### config.mk
export PLATFORM = sky130hd
export DESIGN_NAME = lsq_mem_ctrl
export DESIGN_NICKNAME = d
export VERILOG_FILES = /design/src/rtl/lsq_mem_ctrl.sv
export SDC_FILE = /design/constraint.sdc
export NUM_CORES = 1
export LEC_CHECK = 0
export CORE_MARGIN = 2
export CORE_UTILIZATION = 40
export CTS_CLUSTER_SIZE = 14
export DETAILED_ROUTE_END_ITERATION = 6
export HOLD_SLACK_MARGIN = 0.06
export PLACE_DENSITY = 0.66
export SYNTH_ARGS = -nofsm -noshare
export SYNTH_HDL_FRONTEND = slang
export SYNTH_SLANG_ARGS = --single-unit
### constraint.sdc
create_clock -name clk -period 7.35 [get_ports clk]
set_clock_uncertainty 0.05 [all_clocks]
set_input_delay 1.47 -clock clk [delete_from_list [all_inputs] [get_ports clk]]
set_output_delay 1.47 -clock clk [all_outputs]
set_load 0.05 [all_outputs]
### src/rtl/lsq_mem_ctrl.sv
// rtl/lsq_mem_ctrl.sv - in-order LSQ-to-data-memory sequencer with completion port
//
// Buffers issued memory ops in a FIFO and runs one memory access at a time
// through a req/gnt/rvalid handshake. Forwarded loads bypass memory but still
// complete in order.
//
// Ports:
//   clk, rstn                         clock, async active-low reset
//   pcOut, addressOut, Data_out       issued op fields
//   loadStore, already_found          op is store / load already forwarded
//   no_issue                          low = push request this cycle
//   flush                             squash buffered and in-flight ops
//   mem_req, mem_we, mem_addr,
//   mem_wdata                         registered memory request
//   mem_gnt, mem_rvalid, mem_rdata    memory grant and load return
//   cmp_valid, cmp_pc, cmp_data,
//   cmp_is_store                      registered one-cycle completion
//   lsq_stall, count                  FIFO full / occupancy (combinational)
//   err_overflow, err_timeout         sticky error flags
module lsq_mem_ctrl #(
    parameter int DEPTH   = 4,
    parameter int TIMEOUT = 15
) (
    input  logic                       clk,
    input  logic                       rstn,
    input  logic [31:0]                pcOut,
    input  logic [31:0]                addressOut,
    input  logic [31:0]                Data_out,
    input  logic                       loadStore,
    input  logic                       already_found,
    input  logic                       no_issue,
    input  logic                       flush,
    output logic                       mem_req,
    output logic                       mem_we,
    output logic [31:0]                mem_addr,
    output logic [31:0]                mem_wdata,
    input  logic                       mem_gnt,
    input  logic                       mem_rvalid,
    input  logic [31:0]                mem_rdata,
    output logic                       cmp_valid,
    output logic [31:0]                cmp_pc,
    output logic [31:0]                cmp_data,
    output logic                       cmp_is_store,
    output logic                       lsq_stall,
    output logic [$clog2(DEPTH+1)-1:0] count,
    output logic                       err_overflow,
    output logic                       err_timeout
);
    localparam int AW = $clog2(DEPTH);
    localparam int CW = $clog2(DEPTH+1);
    localparam int TW = $clog2(TIMEOUT+1);

    typedef enum logic [1:0] {IDLE, REQ, WAIT, DRAIN} state_t;

    state_t        state, state_n;
    logic [31:0]   pc_q   [DEPTH];
    logic [31:0]   addr_q [DEPTH];
    logic [31:0]   data_q [DEPTH];
    logic          st_q   [DEPTH];
    logic          fwd_q  [DEPTH];
    logic [AW-1:0] wr_ptr, rd_ptr;
    logic [CW-1:0] cnt;
    logic [TW-1:0] wcnt, wcnt_n;
    logic          full, empty, push, pop, ovf_set, tmo_set;
    logic          req_n, we_n, cv_n, cst_n;
    logic [31:0]   addr_n, wdata_n, cpc_n, cdata_n;

    assign full      = (cnt == CW'(DEPTH));
    assign empty     = (cnt == '0);
    assign lsq_stall = full;
    assign count     = cnt;
    // Flush discards a same-cycle push, so it neither enqueues nor overflows.
    assign push      = !no_issue && !full && !flush;
    assign ovf_set   = !no_issue && full && !flush;

    always_ff @(posedge clk) begin
        if (push) begin
            pc_q[wr_ptr]   <= pcOut;
            addr_q[wr_ptr] <= addressOut;
            data_q[wr_ptr] <= Data_out;
            st_q[wr_ptr]   <= loadStore;
            fwd_q[wr_ptr]  <= already_found;
        end
    end

    always_comb begin
        state_n = state;
        req_n   = mem_req;
        we_n    = mem_we;
        addr_n  = mem_addr;
        wdata_n = mem_wdata;
        cv_n    = 1'b0;
        cpc_n   = cmp_pc;
        cdata_n = cmp_data;
        cst_n   = cmp_is_store;
        pop     = 1'b0;
        wcnt_n  = wcnt;
        tmo_set = 1'b0;
        if (flush) begin
            req_n = 1'b0;
            we_n  = 1'b0;
            if (state == REQ)  state_n = IDLE;
            if (state == WAIT) state_n = DRAIN;
        end else begin
            case (state)
                IDLE: if (!empty) begin
                    if (fwd_q[rd_ptr] && !st_q[rd_ptr]) begin
                        cv_n    = 1'b1;
                        cpc_n   = pc_q[rd_ptr];
                        cdata_n = data_q[rd_ptr];
                        cst_n   = 1'b0;
                        pop     = 1'b1;
                    end else begin
                        req_n   = 1'b1;
                        we_n    = st_q[rd_ptr];
                        addr_n  = addr_q[rd_ptr];
                        wdata_n = data_q[rd_ptr];
                        state_n = REQ;
                    end
                end
                REQ: if (mem_gnt) begin
                    req_n = 1'b0;
                    we_n  = 1'b0;
                    if (st_q[rd_ptr]) begin
                        cv_n    = 1'b1;
                        cpc_n   = pc_q[rd_ptr];
                        cdata_n = '0;
                        cst_n   = 1'b1;
                        pop     = 1'b1;
                        state_n = IDLE;
                    end else begin
                        wcnt_n  = '0;
                        state_n = WAIT;
                    end
                end
                WAIT: begin
                    if (mem_rvalid) begin
                        cv_n    = 1'b1;
                        cpc_n   = pc_q[rd_ptr];
                        cdata_n = mem_rdata;
                        cst_n   = 1'b0;
                        pop     = 1'b1;
                        state_n = IDLE;
                    end else if (wcnt == TW'(TIMEOUT-1)) begin
                        // TIMEOUT-th edge in WAIT without data: force completion
                        // and swallow the late return in DRAIN.
                        cv_n    = 1'b1;
                        cpc_n   = pc_q[rd_ptr];
                        cdata_n = '0;
                        cst_n   = 1'b0;
                        pop     = 1'b1;
                        tmo_set = 1'b1;
                        state_n = DRAIN;
                    end else begin
                        wcnt_n = wcnt + 1'b1;
                    end
                end
                DRAIN: if (mem_rvalid) state_n = IDLE;
                default: state_n = IDLE;
            endcase
        end
    end

    always_ff @(posedge clk or negedge rstn) begin
        if (!rstn) begin
            state        <= IDLE;
            wr_ptr       <= '0;
            rd_ptr       <= '0;
            cnt          <= '0;
            wcnt         <= '0;
            mem_req      <= 1'b0;
            mem_we       <= 1'b0;
            mem_addr     <= '0;
            mem_wdata    <= '0;
            cmp_valid    <= 1'b0;
            cmp_pc       <= '0;
            cmp_data     <= '0;
            cmp_is_store <= 1'b0;
            err_overflow <= 1'b0;
            err_timeout  <= 1'b0;
        end else begin
            state        <= state_n;
            wcnt         <= wcnt_n;
            mem_req      <= req_n;
            mem_we       <= we_n;
            mem_addr     <= addr_n;
            mem_wdata    <= wdata_n;
            cmp_valid    <= cv_n;
            cmp_pc       <= cpc_n;
            cmp_data     <= cdata_n;
            cmp_is_store <= cst_n;
            if (ovf_set) err_overflow <= 1'b1;
            if (tmo_set) err_timeout  <= 1'b1;
            if (flush) begin
                wr_ptr <= '0;
                rd_ptr <= '0;
                cnt    <= '0;
            end else begin
                if (push) wr_ptr <= wr_ptr + 1'b1;
                if (pop)  rd_ptr <= rd_ptr + 1'b1;
                cnt <= cnt + CW'(push) - CW'(pop);
            end
        end
    end
endmodule

; Word-level counts from Yosys, hierarchy flattened
; Memory sizes are Yosys's and may differ from the RTL's. A register that Yosys moved wholly into a read port is not among the register bits.
; Cells that the tools add are included.
[classes]
muxes = 64
n_reduce_logical = 22
bitwise_logic = 3
n_eq_ne = 19
add_sub_neg = 5
[ops]
columns = operator, n
row1 = 2-to-1 mux 32 bit, 12
row2 = one-hot mux 32 bit (3 select lines), 2
row3 = 2-to-1 mux 2 bit, 14
row4 = 2-to-1 mux 1 bit, 25
row5 = 2-to-1 mux 4 bit, 4
row6 = != test 2 bit (second input constant), 6
row7 = != test 3 bit (second input constant), 4
row8 = AND reduction 6 bit, 2
row9 = one-hot mux 2 bit (4 select lines), 1
row10 = one-hot mux 4 bit (2 select lines), 1
row11 = AND reduction 4 bit, 2
row12 = AND reduction 7 bit, 1
row13 = one-hot mux 1 bit (3 select lines), 2
row14 = nonzero test 2 bit, 3
row15 = nonzero test 3 bit, 2
row16 = logical AND 1 bit, 5
row17 = zero test 1 bit, 5
row18 = adder 2 x 1 -> 2 bit (second input constant), 2
row19 = adder 4 x 1 -> 4 bit (second input constant), 1
row20 = equality test 2 bit (second input constant), 2
row21 = equality test 4 bit (second input constant), 1
row22 = != test 4 x 3 -> 1 bit (second input constant), 1
row23 = one-hot mux 1 bit (2 select lines), 2
row24 = adder 3 x 1 -> 3 bit, 1
row25 = other kinds (10), 12
[totals]
ram_bits = 392
inputBits = 136
out_inout_bits = 138
ff_bits = 115
n_memories = 5
[memory_table]
columns = name, depth, word_bits, rd, rd_clocked_by_memory_dff, wr, line_no
row1 = addr_q, 4, 32, 1, 1, 1, 57  ; logic [31:0] addr_q [DEPTH];
row2 = data_q, 4, 32, 1, 0, 1, 58  ; logic [31:0] data_q [DEPTH];
row3 = pc_q, 4, 32, 1, 0, 1, 56  ; logic [31:0] pc_q [DEPTH];
row4 = fwd_q, 4, 1, 1, 0, 1, 60  ; logic fwd_q [DEPTH];
row5 = st_q, 4, 1, 1, 0, 1, 59  ; logic st_q [DEPTH];

; Longest topological paths before layout
; An unclocked memory read counts as a cell.
[depth]
word_depth = 9
depth_mapped = 13
ltp_nobuf = 13

; Worst setup path before layout
; OpenSTA, ideal clock, no wires.
[synth_path]
kind = input port to flip-flop
from = input flush
to = memory addr_q[0][0], enable pin
setup_ns = 0.468
path_stages = 3
setup_slack_ns = 2.549
arrival_ns = 4.284
cell_sequence = clkbuf_1 > nor3_1 > and2_1
[synth_between]
elab_chain_cells = 4
[synth_rtl]
columns = element, line_no
row1 = "start, declared", 32  ; input logic flush,
row2 = zero test 1 bit, 73  ; assign push = !no_issue && !full && !flush;
row3 = logical AND 1 bit, 73
row4 = 2-to-1 mux 1 bit, 77  ; if (push) begin
row5 = 2-to-1 mux 1 bit (not written as such), 79  ; addr_q[wr_ptr] <= addressOut;
row6 = "end, declared", 57
; Every way passes these cells.

; Worst setup path after layout
[layout_path]
from = register cnt[1], in the netlist count[1]
to = output lsq_stall
[layout_between]
elab_chain_cells = 1
[layout_rtl]
columns = element, line_no
row1 = "start, declared", 62  ; logic [CW-1:0] cnt;
row2 = "start signal, assigned", 201  ; cnt <= cnt + CW'(push) - CW'(pop);
row3 = equality test 3 bit, 68  ; assign full = (cnt == CW'(DEPTH));
row4 = "end, declared", 44  ; output logic lsq_stall,
; Every way passes these cells.

==> metrics.cfg <==
[critical_path]
max_stage_delay_ns = 0.92
ff2ff_setup_slack_ns = 3.58
critical_path_class = reg2out
cp-end-kind = output port
slowest_stage = clkdlybuf4s50_1
worstPathRequired_ns = 5.83
crit_start = count[1]$_DFF_PN0_
arrival_ns = 2.57
crit_path_max_fanout = 6
cp-start-kind = flop
critical_path.cell_chain = nor3b_1, clkdlybuf4s50_1
worstReg2RegStart = rd_ptr[0]$_DFFE_PN0P_

[synth]
synth_area_leader_cell = edfxtp_1
synth-main-ff-cell = edfxtp_1
async_flop_share_pct = 27.27
syn-num-nets = 1142
ys_seq_area_share_pct = 76.26
synth_area_leaders = edfxtp_1 58%, dfrtp_1 18%, mux4_2 11%
synth_seq_cells = 539
avgSynthCellArea_um2 = 20.44
syn_inst = 991
yosys_warnings = 0
syn_area_um2 = 20260
synth_cell_types = 48
netlist.area_leader.share_pct = 58.10
synth-edff-count = 392

[pwr]
intPower_mw = 6.613
peakVddDrop_uv = 283.5
p_per_area_nw_per_um2 = 394.3
clkPwrFrac_pct = 26.7
pwr-share-comb_pct = 33.0
seq_power_share_pct = 40.2
leakagePower_nw = 8.840
p_switching_mw = 3.465
power.share.switching_pct = 34.38

[timing]
hold_violations = 0
min_period_over_period_pct = 55.67
worst_pin_slew_ns = 1.060
setup_tns_ns = 0
grt_setup_unrepaired = false
timing.slew.headroom_pct = 29.35
fin_crit_ns = 4.092
final_max_slew_viol_count = 0
fmax_mhz = 244.4
finalSetupViolations = 0

[clock_tree]
cts_setup_buffers = 0
cts_buffers = 55
cts_resized = 0
worstSkewPairLatency_ns = 0.59
cts.root.buffer_cell = clkbuf_16
cts_tree = built
cts.hold.buffers_added = 0
clock_path_buffers = 3
clkTransAtPathRegs_ns = 0.06
cts_max_level = 2
cts_num_sinks = 539

[hold_path]
hold_path_startpoint = err_overflow$_DFFE_PN0P_
min_path_type = reg2reg

[global_routing]
grt_pass1_wl_um = 66570
gr-total-overflow = 0
grt_use_total_pct = 16.67
grt_pass1_vias = 10860
grt_antenna_before_repair = 4
grt_max_degree = 81

[place]
hpwlAfterDp_um = 26650
portBuffers = 273
gp_congestion = 0.8233
dp_cells = 1906

[outcome]
status = complete, no violations

[floorplanning]
floorplan.initialDensity_pct = 40.47
dieHeight_um = 229.1
die-width_um = 229.1
rows = 82
pin_count = 274
core_um2 = 50070
die-area_um2 = 52470

[route]
ant_nets = 0
firstDrtPassIters = 4
routed_wl_um = 43210
vias = 10200
post_drt_wl_per_cell_um = 21.47
vias_per_cell = 5.065
drcViolationCount = 0
drt_iter0_drc = 647

[finish]
final_util_pct = 51.04
final_cells = 2013
final_layout_size_suffix_gt1_share_pct = 20.55
area_growth_pct = 26.14
nets = 1442

[flow_run]
drv_cap = 0

[per-layer routing]
layer / track usage (%) / vias up / wire length, µm
li1: - / 4558 / -
met1: 22.11 / 5320 / 18620
met2: 27.68 / 250 / 21480
met3: 3.486 / 63 / 2200
met4: 5.296 / 4 / 892
met5: 0 / - / 19
[cell type report]
type,count,area (µm²)
well taps,672,840.8
clock inverters,19,153.9
flip-flops and latches,539,15460
repair buffers,289,2854
diodes,3,7.507
clock buffers,85,1620
inverters,16,60.06
multi-input cells,390,4563
fillers,4122,24510
[worst max-delay path: cells and delay by family (launching register included)]
kind	cells	cell delay, ns
buf+inv	1	0.92
flops	1	0.48
simple gates	1	0.57
[logic make-up after synthesis]
| kind of cell | Yosys count | synth area share (%) |
|---|---|---|
| AOI/OAI and AO/OA | 89 | 2.909 |
| xor gates and xnor gates | 6 | 0.2594 |
| adders and majority gates | 15 | 0.9634 |
| buffers and inverters | 62 | 1.322 |
| DFF | 539 | 76.26 |
| muxes | 197 | 16.39 |
| and+or+nand+nor | 83 | 1.902 |
[worst paths after layout]
path                                             end  cells past startpoint
max                                        lsq_stall                      2
max reg2reg                       count[2]$_DFF_PN0_                     11
max in group asynchronous  mem_wdata[23]$_DFFE_PN0P_                      2
min in group asynchronous     cmp_pc[25]$_DFFE_PN0P_                      1
min reg2reg                 err_overflow$_DFFE_PN0P_                      1
min                         err_overflow$_DFFE_PN0P_                      1
[sequential cells by signal, indices dropped and copies added, names as in the netlist, 2 cells and up]
name,cells
fwd_q,4
rd_ptr,2
cmp_pc,32
addr_q,128
state,2
data_q,128
cmp_data,32
mem_addr,32
mem_wdata,32
pc_q,128
wr_ptr,2
count,3
wcnt,4
st_q,4
[layout by cell type, fill, tap and decap left out, types with 2 or more instances in the layout]
master and count:
xnor2_1 3, mux4_2 98, a21oi_1 4, o21ai_0 16
clkbuf_1 18, nand4_1 2, and3_1 2, nor2b_1 3
clkdlybuf4s50_1 272, clkbuf_8 11, xor2_1 3, dfrtp_4 2
nand2_1 42, o21ai_1 24, bufinv_16 2, edfxtp_1 392
and2_4 4, diode_2 3, nand3_1 4, clkbuf_16 56
dfrtp_1 145, nor3_1 2, ha_1 14, o22ai_1 2
a22oi_1 32, mux2_2 66, buf_4 16, clkinv_1 6
inv_1 15, clkinv_2 10, mux2_1 32, nor2_1 14
[per-stage QoR]
stage	setup slack, ns	power, mW	hold slack, ns	cell area, µm²
2_1_floorplan	2.549	6.296	0.4400	20260
3_3_place_gp	2.874	7.438	0.3919	23780
3_5_place_dp	2.801	7.483	0.4052	23780
4_1_cts	3.229	10.21	0.4187	25550
5_1_grt	3.110	10.51	0.4571	25550
6_report	3.258	10.08	0.4126	25560
[Yosys cell counts (2+ instances only)]
master	number
clkbuf_1	23
nand2_1	42
ha_1	14
dfrtp_1	147
mux4_2	98
and3_1	2
nor3_1	3
nor2_1	14
inv_1	15
nand3_1	4
xnor2_1	3
buf_2	13
and2_1	5
nor2b_1	3
edfxtp_1	392
a22oi_1	32
buf_1	5
mux2_2	66
buf_4	5
o21ai_1	24
o22ai_1	2
o21ai_0	16
xor2_1	3
mux2_1	32
a21oi_1	4
nand4_1	2
[power by group through the flow]
stage / Sequential, mW / Combinational [mW] / Clock, mW
global route: 4.12 / 3.50 / 2.90
finish: 4.06 / 3.33 / 2.69
floorplan: 5.28 / 1.01 / 0
detailed placement: 4.12 / 3.36 / 0
global placement: 4.11 / 3.33 / 0
CTS: 4.07 / 3.37 / 2.77
Power figures use the tool's default switching activity.
